===== src/rtl/my_riscv_core_input_stage.sv =====
// Master-side input stage of the L1 AHB bus matrix. It holds a stalled address
// phase, drives the output-stage request line and relays the slave data-phase ready/response.
module my_riscv_core_input_stage #(
  parameter int ADDR_WIDTH = 32
) (
  input  logic                  HCLK,
  input  logic                  HRESETn,
  // master side
  input  logic                  HSELS,
  input  logic [ADDR_WIDTH-1:0] HADDRS,
  input  logic [1:0]            HTRANSS,
  input  logic                  HWRITES,
  input  logic [2:0]            HSIZES,
  input  logic [2:0]            HBURSTS,
  input  logic [3:0]            HPROTS,
  input  logic                  HMASTLOCKS,
  input  logic                  HREADYS,
  output logic                  HREADYOUTS,
  output logic                  HRESPS,
  // toward the output stages
  output logic                  HSELI,
  output logic [ADDR_WIDTH-1:0] HADDRI,
  output logic [1:0]            HTRANSI,
  output logic                  HWRITEI,
  output logic [2:0]            HSIZEI,
  output logic [2:0]            HBURSTI,
  output logic [3:0]            HPROTI,
  output logic                  HMASTLOCKI,
  output logic                  trans_req,
  input  logic                  addr_ack,
  input  logic                  data_ready,
  input  logic                  data_resp
);

  // Encoding is {pend, data_phase}; 2'b11 is deliberately left out.
  typedef enum logic [1:0] {
    ST_IDLE = 2'b00,
    ST_DATA = 2'b01,
    ST_PEND = 2'b10
  } state_e;

  typedef struct packed {
    logic                  sel;
    logic [ADDR_WIDTH-1:0] addr;
    logic [1:0]            trans;
    logic                  write;
    logic [2:0]            size;
    logic [2:0]            burst;
    logic [3:0]            prot;
    logic                  lock;
  } addr_phase_t;

  state_e      state_q, state_d;
  addr_phase_t hold_q, hold_d;
  addr_phase_t live;
  addr_phase_t sel_ap;

  logic pend;
  logic data_phase;
  logic new_tr;
  logic accept;
  logic capture;

  assign pend       = (state_q == ST_PEND);
  assign data_phase = (state_q == ST_DATA);

  // Only NONSEQ/SEQ on a completed bus cycle count as a real transfer.
  assign new_tr  = HSELS & HREADYS & HTRANSS[1];
  assign accept  = addr_ack & (pend | new_tr);
  assign capture = ~pend & new_tr & ~addr_ack;

  assign live = '{
    sel:   HSELS & HREADYS,
    addr:  HADDRS,
    trans: HTRANSS,
    write: HWRITES,
    size:  HSIZES,
    burst: HBURSTS,
    prot:  HPROTS,
    lock:  HMASTLOCKS
  };

  assign sel_ap     = pend ? hold_q : live;
  assign HSELI      = sel_ap.sel;
  assign HADDRI     = sel_ap.addr;
  assign HTRANSI    = sel_ap.trans;
  assign HWRITEI    = sel_ap.write;
  assign HSIZEI     = sel_ap.size;
  assign HBURSTI    = sel_ap.burst;
  assign HPROTI     = sel_ap.prot;
  assign HMASTLOCKI = sel_ap.lock;

  assign trans_req  = pend | new_tr;
  assign HREADYOUTS = pend ? 1'b0 : (data_phase ? data_ready : 1'b1);
  assign HRESPS     = data_phase & data_resp;

  // NOTE: every always_comb output gets a default first so no path can infer a latch.
  always_comb begin
    state_d = state_q;
    hold_d  = hold_q;
    if (capture) begin
      hold_d = live;
    end
    case (state_q)
      ST_IDLE, ST_DATA: begin
        // A new accept keeps the data phase alive even if the old one completes now.
        if (accept) begin
          state_d = ST_DATA;
        end else if (capture) begin
          state_d = ST_PEND;
        end else if (data_phase && data_ready) begin
          state_d = ST_IDLE;
        end
      end
      ST_PEND: begin
        if (addr_ack) begin
          state_d = ST_DATA;
        end
      end
      default: state_d = ST_IDLE;
    endcase
  end

  // NOTE: state uses non-blocking assignments so every flop samples pre-edge values.
  // NOTE: the holding register is reset so a dropped transfer can never reappear.
  always_ff @(posedge HCLK or negedge HRESETn) begin
    if (!HRESETn) begin
      state_q <= ST_IDLE;
      hold_q  <= '0;
    end else begin
      state_q <= state_d;
      hold_q  <= hold_d;
    end
  end

  assert property (@(posedge HCLK) disable iff (!HRESETn) state_q != state_e'(2'b11))
    else $error("input stage reached illegal pend+data_phase state");

endmodule

===== config.mk =====
export PLATFORM = sky130hd
export DESIGN_NAME = my_riscv_core_input_stage
export DESIGN_NICKNAME = d
export VERILOG_FILES = /design/src/rtl/my_riscv_core_input_stage.sv
export SDC_FILE = /design/constraint.sdc
export NUM_CORES = 1
export LEC_CHECK = 0
export CELL_PAD_IN_SITES_DETAIL_PLACEMENT = 0
export CELL_PAD_IN_SITES_GLOBAL_PLACEMENT = 2
export CORE_MARGIN = 2
export CORE_UTILIZATION = 27
export CTS_CLUSTER_SIZE = 28
export DETAILED_ROUTE_END_ITERATION = 12
export GPL_ROUTABILITY_DRIVEN = 0
export PLACE_DENSITY = 0.84
export SETUP_SLACK_MARGIN = 0.1
export SLEW_MARGIN = 20
export SYNTH_ARGS = -nofsm -noshare
export SYNTH_HDL_FRONTEND = slang
export SYNTH_SLANG_ARGS = --single-unit

===== constraint.sdc =====
create_clock -name HCLK -period 3.75 [get_ports HCLK]
set_input_delay 0.375 -clock HCLK [delete_from_list [all_inputs] [get_ports HCLK]]
set_output_delay 0.375 -clock HCLK [all_outputs]
set_load 0.05 [all_outputs]

# After elaboration in Yosys (flattened, before gate mapping)
# Cells that the tools add are included.
[word_totals] register_bits=49 in_bits=53 output_inout_bits=50 word_cells=34
[classes] n_eq_ne=4 muxes=8 bitwise=9 n_reduce_logical=4
[op_table] operator="47-bit 2-to-1 mux" count=1
[op_table] operator="2-bit 2-to-1 mux" count=4
[op_table] operator="1-bit AND" count=6
[op_table] operator="4-bit inequality test (second input constant)" count=1
[op_table] operator="2-bit one-hot mux with 2 select lines" count=1
[op_table] operator="2-bit by 1-bit equality test with 1-bit output (second input constant)" count=1
[op_table] operator="2-bit equality test (second input constant)" count=1
[op_table] operator="2-bit logical NOT" count=1
[op_table] operator="1-bit 2-to-1 mux" count=2
[op_table] operator="2-bit inequality test (second input constant)" count=1
[op_table] operator="1-bit NOT" count=2
[op_table] operator="2-bit AND reduction" count=1
[op_table] operator="2-bit OR reduction" count=1
[op_table] operator="1-bit logical AND" count=1
[op_table] operator="1-bit bitwise OR" count=1

# Depth between registers and ports, before layout
[depth] ltp_word=7 depth_mapped=6 ltp_nobuf=3

# Worst setup path before layout
# No wires, ideal clock.
[synth_timing] path_kind="register to output" startpoint="register state_q[1]" endpoint="output HREADYOUTS" arrival_time_ns=1.534 required_time_ns=3.375 path_slack_ns=1.841 stages_incl_launch_ff=5 path_buffers=2 cell_sequence="dfrtp_1 nor2b_2 buf_6 clkbuf_1 nor2_1"
[synth_via] elab_chain_cells=3
[synth_lines] item="start: declaration" line_no="53" source="state_e state_q, state_d;"
[synth_lines] item="start signal: assignment" line_no="131" source="state_q <= state_d;"
[synth_lines] item="2-bit by 1-bit equality test with 1-bit output" line_no="65" source="assign data_phase = (state_q == ST_DATA);"
[synth_lines] item="1-bit 2-to-1 mux" line_no="94" source="assign HREADYOUTS = pend ? 1'b0 : (data_phase ? data_ready : 1'b1);"
[synth_lines] item="1-bit 2-to-1 mux (*)" line_no="94"
[synth_lines] item="end: declaration" line_no="18" source="output logic HREADYOUTS,"
# Every way passes the cells marked *; elsewhere a longest branch is shown, timed or not.

# Worst setup path after layout
[layout_timing] startpoint="register state_q[1]" endpoint="output HADDRI[26]"
[layout_via] elab_chain_cells=2
[layout_lines] item="2-bit equality test" line_no="64" source="assign pend = (state_q == ST_PEND);"
[layout_lines] item="47-bit 2-to-1 mux" line_no="83" source="assign sel_ap = pend ? hold_q : live;"
[layout_lines] item="end: declaration" line_no="22" source="output logic [ADDR_WIDTH-1:0] HADDRI,"
# No other way between the ends.

==> impl_results.md <==
* Status: complete, no violations
* Post-synth cell types at 18
* Die Wd at 101.6 um
* R2r endpoint: hold_q[37]$_DFFE_PN0P_
* Maximum number of pins on one net before global-route repair at 50
* Crit Reg-Reg Startpoint: state_q[1]$_DFFE_PN0P_
* Yosys reg bits at 49
* CTS tree: built
* Die area at 0.01032 sq mm
* R2R setup slack at 1.55 ns
* Synthesized area per cell at 9.707 sq um
* Antenna violations before repair at 0
* CP startpoint kind: flip-flop
* CP arrival at 2.60 ns
* Die Height at 101.6 um
* Setup violators final at 0
* Clock-pin transition on the worst setup and hold timing paths at 0.10 ns
* RSZ-0062 raised after global routing: false
* Seq/Total Area, Yosys at 47.67%
* Max cap viols at 0
* Post-CTS setup buffer count at 0
* Synth Warn # at 0
* Post-route ant nets at 0
* Post-Place Cell Area at 0.003687 sq mm
* Bufs on Longest Clock Path at 2
* Peak Freq at 336.6 MHz
* Layout cells sized above 1 at 17.36%
* Skew-Pair Late Insertion Delay at 0.30 ns
* Final Slew Violations at 0
* Hold Fails Final Rpt at 0
* Cts repair resizes at 0
* # nets final at 415
* TritonCTS Sinks at 49
* CP required at 3.38 ns
* Setup TNS at 0 ns
* Synth Net Count at 318
* Core area at 0.009240 sq mm
* Mapped Cells at 265
* EDFF count, synth at 0
* DRC errors left at 0
* Root Driver: clkbuf_8
* Pwr/cell area at 428.7 mW/mm^2
* Io pins at 103
* Hold-fix buffers, CTS at 0
* Antenna cells at 0
* Max IR drop VDD at 0.1457 mV
* Area grow syn2layout at 47.28%
* Via count of the routed design at 2056
* Htree depth at 2
* WL final at 6464 um
* Post-synth ARST share at 100.0%
* Fin Clk Skew at 0.01112 ns
* FF-to-FF path depth at 5
* Detailed Place HPWL at 4314 um
* Grt ovf at 0
* Routed length per placed instance at 13.14 um
* Initial drt markers at 35
* Hold Path Class: in2async
* Final Instance Area at 0.003789 sq mm
* Row cnt at 35
* Global-route wire length before repair at 10150 um
* Post-synthesis cell area at 0.002572 sq mm
* Post-synth top flop: dfrtp_1
* Critical path capture point type: output pin
* Initial core utilization at 27.84%
* Critical path peak fanout at 26
* Max_slew headroom at 32.73%
* Crit path kind: reg2out
* Fin crit period at 2.971 ns
* Total CTS buffers at 5
* Vias in the first global route at 2061
* Worst-Margin Slew at 1.009 ns
* P_leak at 0.001751 uW
* Drt pass-1 iters at 4
* Final period util at 79.21%
* Gr usage total at 12.39%
* Vias per cell at 4.179
* # port buffers at 102
==> power breakdown <==
part | switching, uW | internal, uW
sequential | 62.9 | 648
combinational | 292 | 280
clock | 174 | 167
total | 529 | 1100
==> area by class of cell <==
class                           instances  area (sq um)
Clock buffer                            7         96.34
Timing Repair Buffer                  106          1049
Multi-Input combinational cell        200          1251
Fill cell                             945          5451
Tap cell                              129         161.4
Clock inverter                          1         5.005
Sequential cell                        49          1226
==> routing by layer <==
layer / vias up / share of wire, % / track usage (%)
li1: 1029 / - / -
met1: 970 / 46 / 16.39
met2: 57 / 48 / 20.34
met3: 0 / 6.2 / 3.451
met4: 0 / 0 / 2.495
met5: - / 0 / 0
==> flip-flops by register name, indices dropped and copies added (netlist names) <==
name and cells:
hold_q 47, state_q 2
==> metrics by stage <==
step                      hold slack, ns  utilization [%]  cells  total power [uW]  setup WS [ns]
after floorplan                  0.07941                -    265              1112          1.841
after global placement            0.4836            39.88    484              1286          1.069
after detailed placement          0.4498            39.91    484              1297          1.049
after CTS                         0.1237            41.00    492              1650         0.6958
after global routing              0.1460            41.00    492              1716         0.5746
final                            0.09703            41.00    492              1624         0.7795
==> critical path, stage by stage (launching register included) <==
cell             delay (ns)
dfrtp_1                0.44
nor2b_4                0.59
buf_4                  0.32
nand2_1                0.07
nand2_1                0.07
clkdlybuf4s50_1        0.80
==> cells in the final DEF (no fill, tap or decap), drive strengths merged <==
master,instances
dfrtp,49
nand2,141
nor3,1
nor2,2
mux2,45
clkinv,1
clkdlybuf4s50,101
or2,2
nor3b,2
nand3,2
o21a,1
clkbuf,7
nor2b,1
and3b,1
a221o,1
nand2b,1
buf,5
==> how the worst max path moves through the flow <==
stage | startpoint | to | slack [ns] | cells past startpoint
after floorplan | state_q[1]$_DFFE_PN0P_ | HREADYOUTS | 1.84 | 4
after global placement | state_q[0]$_DFFE_PN0P_ | HSELI | 1.07 | 4
after detailed placement | state_q[1]$_DFFE_PN0P_ | HADDRI[6] | 1.05 | 5
after CTS | state_q[1]$_DFFE_PN0P_ | HADDRI[6] | 0.70 | 5
after global routing | state_q[0]$_DFFE_PN0P_ | HADDRI[9] | 0.57 | 4
final | state_q[1]$_DFFE_PN0P_ | HADDRI[26] | 0.78 | 5
==> cells in the mapped netlist (2+ instances only) <==
master    instances  area, sq um
nand2_1         141        529.3
dfrtp_1          49         1226
mux2_4           28        420.4
mux2_2           17        191.4
clkbuf_1          6        22.52
buf_6             5        56.30
buf_2             4        20.02
nand3_1           2        10.01
nor2_1            2        7.510
nor3b_1           2        15.01
or2_2             2        12.51
==> cells by family (layout without fill, tap and decap cells) <==
| group | Yosys count | count (layout) | synth area share [%] |
|---|---|---|---|
| multiplexers | 45 | 45 | 23.78 |
| buffers and inverters | 16 | 114 | 3.988 |
| AND/OR/NAND/NOR | 153 | 153 | 23.88 |
| AO/OA/AOI/OAI | 2 | 2 | 0.6811 |
| flip-flops | 49 | 49 | 47.67 |
No activity file was read; power rests on OpenSTA's default activity.
